File: config.mk
export PLATFORM = sky130hd
export DESIGN_NAME = instr_encoder
export DESIGN_NICKNAME = d
export VERILOG_FILES = /design/src/rtl/instr_encoder.sv
export SDC_FILE = /design/constraint.sdc
export NUM_CORES = 1
export LEC_CHECK = 0
export BUFFER_PORTS_ARGS = -buffer_cell sky130_fd_sc_hd__clkbuf_2
export CORE_MARGIN = 2
export CORE_UTILIZATION = 50
export DETAILED_ROUTE_END_ITERATION = 10
export PLACE_DENSITY = 0.81
export REMOVE_ABC_BUFFERS = 1
export SYNTH_ARGS = -nofsm -noshare
export SYNTH_HDL_FRONTEND = slang
export SYNTH_SLANG_ARGS = --single-unit
File: constraint.sdc
create_clock -name clk -period 6.25 [get_ports clk]
set_clock_uncertainty 0.15 [all_clocks]
set_input_delay 1.25 -clock clk [delete_from_list [all_inputs] [get_ports clk]]
set_output_delay 1.25 -clock clk [all_outputs]
set_load 0.005 [all_outputs]
File: src/rtl/instr_encoder.sv
// RV32I instruction assembler: symbolic request -> encoded word, with legality
// check, reject signalling, saturating counters and a DEPTH-entry output FIFO.
module instr_encoder #(
    parameter int DEPTH = 2,
    parameter int CNT_W = 16
) (
    input  logic             clk,
    input  logic             rst_n,
    input  logic             in_valid,
    output logic             in_ready,
    input  logic [4:0]       in_op,
    input  logic [4:0]       in_rd,
    input  logic [4:0]       in_rs1,
    input  logic [4:0]       in_rs2,
    input  logic [31:0]      in_imm,
    output logic             out_valid,
    input  logic             out_ready,
    output logic [31:0]      out_instr,
    output logic             err,
    output logic [CNT_W-1:0] emit_cnt,
    output logic [CNT_W-1:0] err_cnt
);

    localparam int AW = $clog2(DEPTH);
    localparam logic [AW:0] FULL = (AW + 1)'(DEPTH);

    localparam logic [6:0] OPC_R    = 7'b0110011;
    localparam logic [6:0] OPC_I    = 7'b0010011;
    localparam logic [6:0] OPC_LD   = 7'b0000011;
    localparam logic [6:0] OPC_ST   = 7'b0100011;
    localparam logic [6:0] OPC_BR   = 7'b1100011;
    localparam logic [6:0] OPC_JAL  = 7'b1101111;
    localparam logic [6:0] OPC_JALR = 7'b1100111;

    typedef struct packed {
        logic        legal;
        logic [31:0] word;
    } enc_t;

    enc_t               enc;
    logic signed [31:0] simm;
    logic               fits12, fits_b, fits_j, fits_sh;

    logic [AW-1:0] wr_ptr, rd_ptr;
    logic [AW:0]   count;
    logic [31:0]   mem [DEPTH];
    logic          accept, push, pop;

    assign simm    = in_imm;
    assign fits12  = (simm >= -32'sd2048) && (simm <= 32'sd2047);
    assign fits_b  = (simm >= -32'sd4096) && (simm <= 32'sd4094) && !in_imm[0];
    assign fits_j  = (simm >= -32'sd1048576) && (simm <= 32'sd1048574) && !in_imm[0];
    assign fits_sh = (in_imm[31:5] == 27'd0);

    // Unused register fields are left at zero by construction of each format.
    always_comb begin
        enc.legal = 1'b1;
        enc.word  = '0;
        case (in_op)
            5'd0:  enc.word = {7'b0000000, in_rs2, in_rs1, 3'b000, in_rd, OPC_R};
            5'd1:  enc.word = {7'b0100000, in_rs2, in_rs1, 3'b000, in_rd, OPC_R};
            5'd2:  enc.word = {7'b0000000, in_rs2, in_rs1, 3'b100, in_rd, OPC_R};
            5'd3:  enc.word = {7'b0000000, in_rs2, in_rs1, 3'b110, in_rd, OPC_R};
            5'd4:  enc.word = {7'b0000000, in_rs2, in_rs1, 3'b111, in_rd, OPC_R};
            5'd5:  begin enc.legal = fits12; enc.word = {in_imm[11:0], in_rs1, 3'b000, in_rd, OPC_I}; end
            5'd6:  begin enc.legal = fits12; enc.word = {in_imm[11:0], in_rs1, 3'b100, in_rd, OPC_I}; end
            5'd7:  begin enc.legal = fits12; enc.word = {in_imm[11:0], in_rs1, 3'b110, in_rd, OPC_I}; end
            5'd8:  begin enc.legal = fits12; enc.word = {in_imm[11:0], in_rs1, 3'b111, in_rd, OPC_I}; end
            5'd9:  begin enc.legal = fits_sh; enc.word = {7'b0, in_imm[4:0], in_rs1, 3'b001, in_rd, OPC_I}; end
            5'd10: begin enc.legal = fits_sh; enc.word = {7'b0, in_imm[4:0], in_rs1, 3'b101, in_rd, OPC_I}; end
            5'd11: begin enc.legal = fits12; enc.word = {in_imm[11:0], in_rs1, 3'b010, in_rd, OPC_I}; end
            5'd12: begin enc.legal = fits12; enc.word = {in_imm[11:0], in_rs1, 3'b010, in_rd, OPC_LD}; end
            5'd13: begin enc.legal = fits12; enc.word = {in_imm[11:0], in_rs1, 3'b000, in_rd, OPC_LD}; end
            5'd14: begin enc.legal = fits12; enc.word = {in_imm[11:0], in_rs1, 3'b001, in_rd, OPC_LD}; end
            5'd15: begin enc.legal = fits12; enc.word = {in_imm[11:0], in_rs1, 3'b100, in_rd, OPC_LD}; end
            5'd16: begin
                enc.legal = fits12;
                enc.word  = {in_imm[11:5], in_rs2, in_rs1, 3'b010, in_imm[4:0], OPC_ST};
            end
            5'd17: begin
                enc.legal = fits_b;
                enc.word  = {in_imm[12], in_imm[10:5], in_rs2, in_rs1, 3'b000,
                             in_imm[4:1], in_imm[11], OPC_BR};
            end
            5'd18: begin
                enc.legal = fits_j;
                enc.word  = {in_imm[20], in_imm[10:1], in_imm[11], in_imm[19:12], in_rd, OPC_JAL};
            end
            5'd19: begin enc.legal = fits12; enc.word = {in_imm[11:0], in_rs1, 3'b000, in_rd, OPC_JALR}; end
            default: enc.legal = 1'b0;
        endcase
    end

    // in_ready depends only on FIFO occupancy (and reset), never on out_ready.
    assign in_ready  = rst_n && (count < FULL);
    assign out_valid = (count != '0);
    assign out_instr = out_valid ? mem[rd_ptr] : 32'h0;
    assign accept    = in_valid && in_ready;
    assign push      = accept && enc.legal;
    assign pop       = out_valid && out_ready;

    always_ff @(posedge clk) begin
        if (push) mem[wr_ptr] <= enc.word;
    end

    always_ff @(posedge clk or negedge rst_n) begin
        if (!rst_n) begin
            wr_ptr   <= '0;
            rd_ptr   <= '0;
            count    <= '0;
            err      <= 1'b0;
            emit_cnt <= '0;
            err_cnt  <= '0;
        end else begin
            if (push) wr_ptr <= wr_ptr + 1'b1;
            if (pop)  rd_ptr <= rd_ptr + 1'b1;
            case ({push, pop})
                2'b10:   count <= count + 1'b1;
                2'b01:   count <= count - 1'b1;
                default: count <= count;
            endcase
            err <= accept && !enc.legal;
            if (push && !(&emit_cnt)) emit_cnt <= emit_cnt + 1'b1;
            if (accept && !enc.legal && !(&err_cnt)) err_cnt <= err_cnt + 1'b1;
        end
    end

endmodule

======== Word level (Yosys, flattened, before mapping) ========
Memories as Yosys holds them, arrays and structs flattened.
Cells that the tools add are included.
storage, ports and cells
  register bits ........................... 37
  memory bits (writable) .................. 64
  input port bits ......................... 56
  word-level logic and storage cells ...... 72
  memories ................................ 1
cells by class
  add/subtract/negate cells ............... 6
  magnitude comparators ................... 7
  eq/ne operators ......................... 21
  multiplexer cells ....................... 6
  reductions and logical operators ........ 25
memories
  name  depth  bits a word  read ports  clocked after Yosys merged registers in  write ports  RTL line  RTL
  mem   2      32           1           0                                        1            46        logic [31:0] mem [DEPTH];
operators with widths
  operator               count
  $pmux 32 s20           1
  $eq 5x4->1 const B     8
  $add 16x1->16 const B  2
  $ge 32x12->1 const B   1
  $ge 32x13->1 const B   1
  $ge 32x21->1 const B   1
  $le 32x12->1 const B   1
  $le 32x13->1 const B   1
  $le 32x21->1 const B   1
  $mux 32                1
  $reduce_and 16->1      2
  $logic_not 27->1       1
  $eq 5x3->1 const B     4
  $eq 5x5->1 const B     4
  $logic_and 1x1->1      12
  $reduce_or 11->1       1
  $eq 5x2->1 const B     2
  $eq 5x1->1 const B     1
  $logic_not 5->1        1
  $pmux 1 s5             1
  $reduce_or 5->1        1
  $logic_not 1->1        4
  $pmux 2 s2             1
  $reduce_bool 2->1      2
  8 further kinds        10

======== Logic depth before layout (Yosys ltp) ========
  depth after elaboration ................. 7
  mapped depth ............................ 12
  depth with buffers taken out ............ 11

======== Worst setup path after synthesis ========
Ideal clock, no wire load.
  path kind ............................... input -> register
  from .................................... in in_imm[30]
  to ...................................... mem mem[1][10], enable pin
  setup time .............................. 419 ps
  arrival ................................. 3885 ps
  required time ........................... 5681 ps
  slack ................................... 1796 ps
  stages on the path ...................... 9
  path through ............................ nor4_1 > and3_1 > nand3_1 > o31ai_1 > o2bb2ai_1 > a21oi_2 > or2_1 > clkbuf_1 > nor2_1
on the way
  cells in the longest elaborated chain, start to end .. 7
  elaborated cells between the ends (all ways) .. 16
RTL lines
  item                                                       RTL line  RTL
  from (decl)                                                15        input logic [31:0] in_imm,
  $ge 32x21->1 (tied with other cells)                       52        assign fits_j = (simm >= -32'sd1048576) && (simm <= 32'sd1048574) && !in_imm[0];
  $logic_and 1x1->1, on equally long branches (2 in series)  52, 51
  $pmux 1 s5 (*)                                             59        case (in_op)
  $logic_and 1x1->1 (*)                                      99        assign push = accept && enc.legal;
  $mux 1 (*)                                                 103       if (push) mem[wr_ptr] <= enc.word;
  $mux 1 (implied by the code) (*)                           103
  to (decl)                                                  46
Mark *: on every way between the ends. The rest lies on a longest branch, timed or not.

======== Worst setup path in the final report ========
  from .................................... in in_op[1]
  to ...................................... reg count[1]
on the way
  cells in the longest elaborated chain, start to end .. 6
  elaborated cells between the ends (all ways) .. 29
RTL lines
  item                                                       RTL line  RTL
  from (decl)                                                11        input logic [4:0] in_op,
  $eq 5x5->1 (tied with other cells)                         59
  $reduce_or 11->1 (no source line) (tied with other cells)  n/a
  $pmux 1 s5 (*)                                             59
  $logic_and 1x1->1 (*)                                      99
  $eq 2x1->1 / $eq 2x2->1 (equally long branches)            117       case ({push, pop})
  $pmux 2 s2 / $reduce_bool 2->1 (equally long branches)     n/a
  to (signal assigned)                                       118       2'b10: count <= count + 1'b1;
  to (signal assigned)                                       119       2'b01: count <= count - 1'b1;
  to (signal assigned)                                       120       default: count <= count;
  to (decl)                                                  45        logic [AW:0] count;
Marked as above.
A chain may end at the register's enable or synchronous reset.

==> results by group <==
Pwr
  – Total Power: 1760 uW
  – Sw Pwr: a little under 600 uW
  – Clock power frac: 0.242
  – Int Power: about 1200 uW
  – Leak: approximately 0.0026 uW
  – Sw Ratio: 0.328
  – Peak VDD IR: 0.000167 V
  – PD cells: approximately 300 nW/um^2
  – Reg power frac: 0.481
  – Comb pwr share: 0.277

Worst setup path
  – Top cell by count, worst path: nor2_1
  – Cell Chain, Critical Path: clkbuf_2, nor2b_1, o21ba_2, nor2_1, a31oi_1, o311ai_1, a21oi_4, or2_1, ha_1, nor2_1, xor2_1
  – Worst stage delay on the critical path: just under 0.8 ns
  – CP Buf/Inv Count: 1
  – CP top delay family: compound AO/OA/AOI/OAI gates
  – Crit path from: in_op[1]
  – Req. time, crit path: around 6.4 ns
  – Critical Path Fanout Max: 32
  – FF-to-FF Start: err_cnt[6]$_DFFE_PN0P_
  – Slowest CP cell: a21oi_4
  – Crit Path Class: in2reg
  – Crit path DAT: approximately 4.1 ns
  – CP Launch Type: primary input
  – CP Capture Type: register

Synth
  – Sequential share of the synthesized area: 0.575
  – Avg Cell Area, Syn: roughly 12 sq um
  – Post-synth top flop: edfxtp_1
  – Netlist Area Pre-Place: roughly 4800 sq um
  – Cell count after synthesis: roughly 420
  – Warnings, synthesis: 0
  – Synthesized flop and latch total: around 100
  – Ys async rst share: 0.374
  – Top cells by area, synth: edfxtp_1 38%, dfrtp_1 19%, mux2i_1 6.4%, nor2_1 4.0%, xnor2_1 3.4%
  – Post-synth EDFFs: 62
  – Post-synth top area share: 0.384
  – Leading area contributor after synthesis: edfxtp_1
  – Yosys cell types: 47

Global routing
  – GRT Residual Overflow: 0
  – Largest net degree at the start of global routing: 39
  – Vias in the first global route: between 3k and 4k
  – First-pass GRT wire length: ~17 mm
  – Initial antenna violation count: 0
  – All-Layer GR Usage: 0.208

Place
  – Final HPWL DP: about 7.8 mm
  – Placed cell area: 5570 sq um
  – Final GP Congestion: ~0.88
  – I/O Buffers: between 100 and 150

Floorplan
  – Initial Utilization: 0.520
  – Die ar.: around 11,000 sq um
  – Die Width: slightly above 100 microns
  – # rows: 35
  – Core ar.: between 9000 and 10,000 sq um
  – I/O Pins: roughly 120
  – Chip Height: approximately 100 microns

Detailed routing
  – Antenna Violating Nets Remaining: 0
  – Initial drt markers: 240
  – Drt first pass iters: 5
  – DR WL/cell: about 16 microns
  – DR vias/cell: 5.62
  – DR vias: ~3.8k
  – DRC viols: 0
  – WL final: 10.9 mm

Finish
  – Cell area after layout: approximately 5800 sq um
  – Share of post-route cells with drive strength above 1: 0.299
  – Most common cell after layout, fill and taps aside: clkbuf_2
  – Syn-to-layout area delta: 19.2%
  – Nets: just under 600
  – Inserted Diodes: 0
  – Fin util: 0.620
  – Fill cells: roughly 780
  – Most frequent cells in the layout: 123 x clkbuf_2, 62 x edfxtp_1, 49 x nor2_1

Hold path
  – Hold wc startpoint: emit_cnt[7]$_DFFE_PN0P_
  – Worst Hold Class: reg2reg

STA
  – Final slew viol count: 0
  – Setup_tns: 0 ns
  – Fmax: 255 MHz
  – RSZ-0062 raised after global routing: no
  – Final setup fails: 0
  – Min Tclk post-route: 3.92 ns
  – Hold Slack: between 0.3 and 0.4 ns
  – Worst Tran Pin Value: 0.985 ns
  – Slew headroom: 0.342
  – Final Hold Fails: 0
  – Crit share post-route: 0.627

Clock network
  – Later-pin clock latency in the skew report: around 0.36 ns
  – Post-cts resize count: 0
  – Hold buffer count at cts: 0
  – CTS tree: done
  – Postcts setup bufs: 0
  – Clock Tree Root: clkbuf_8
  – Clk sink count: 99
  – H-tree lvl count: 3
  – CTS buffer count: 9
  – Clk buf depth: 2
  – Clk slew on worst S/H paths: approximately 0.1 ns

Job
  – MaxCap Viol Count: 0

Outcome
  – Status: completed
-- registers in the layout, indices dropped and copies added (netlist names) --
name	count
count	2
emit_cnt	16
err	1
err_cnt	16
mem	62
rd_ptr	1
wr_ptr	1
-- final timing paths --
path,slack (ns),cells past startpoint,endpoint
worst max-delay path,2.33,11,count[1]$_DFFE_PN0P_
worst min-delay path,0.34,1,emit_cnt[7]$_DFFE_PN0P_
worst max register to register,3.59,8,err_cnt[1]$_DFFE_PN0P_
worst min register to register,0.34,1,emit_cnt[7]$_DFFE_PN0P_
max in group asynchronous,4.48,1,rd_ptr$_DFFE_PN0P_
min in group asynchronous,0.84,1,err_cnt[11]$_DFFE_PN0P_
-- cell usage after synthesis (2+ instances only) --
library cell / number
edfxtp_1: 62
nor2_1: 52
dfrtp_1: 37
mux2i_1: 31
nand3_1: 27
nand2_1: 19
xnor2_1: 19
and3_1: 16
xor2_1: 16
a22o_1: 15
nand4_1: 14
nor3_1: 13
o21ai_0: 10
clkbuf_1: 9
and2_1: 8
inv_1: 7
nor4_1: 6
a21oi_1: 5
buf_1: 5
nor2b_1: 5
buf_2: 4
a31oi_1: 3
ha_1: 3
mux2_2: 3
nand2b_1: 3
nor3_2: 3
nor3b_2: 2
nor4_4: 2
-- cell families after synthesis --
group / share of synthesized area
AND/OR/NAND/NOR: 0.186
flip-flops: 0.575
AO/OA/AOI/OAI: 0.0699
XOR/XNOR: 0.0632
multiplexers: 0.0733
buffers and inverters: 0.0250
adder cells (fa/ha/maj): 0.00774
-- stage by stage --
step | setup slack [ns] | std cells
2_1_floorplan | 1.57 | 398
3_3_place_gp | 2.11 | 652
3_5_place_dp | 2.01 | 652
4_1_cts | 2.36 | 668
5_1_grt | 2.16 | 668
6_report | 2.33 | 668
-- layout make-up --
cell class              instances  area, sq um  share of cell area
clock buffers                  12          179              0.0309
clock inverters                 4         35.0             0.00606
inverters                       8         30.0             0.00519
multi-input cells             291         1960               0.338
flip-flops and latches         99         2790               0.482
well taps                     129          161              0.0279
repair buffers                125          633               0.109
-- worst reg2reg max path, stage by stage (launching register included) --
cell     delay (ns)
dfrtp_1        0.44
nand3_1        0.13
nor2_1         0.08
and3_1         0.19
and2_1         0.18
and3_1         0.21
a31oi_2        0.59
nand2_1        0.21
mux2_1         0.37
-- power groups by stage --
stage	clock network, uW	logic (uW)	registers [uW]
final	426	489	847
after global routing	457	544	857
after CTS	433	496	848
after detailed placement	0	491	862
after global placement	0	482	858
after floorplan	0	267	840
-- routing by layer --
metal / wire [microns] / track usage
met1: 4620 / 0.284
met4: 166 / 0.0626
met3: 915 / 0.0349
met2: 5210 / 0.342
met5: 0 / 0
Note: power is estimated with default switching activity, not from simulation.
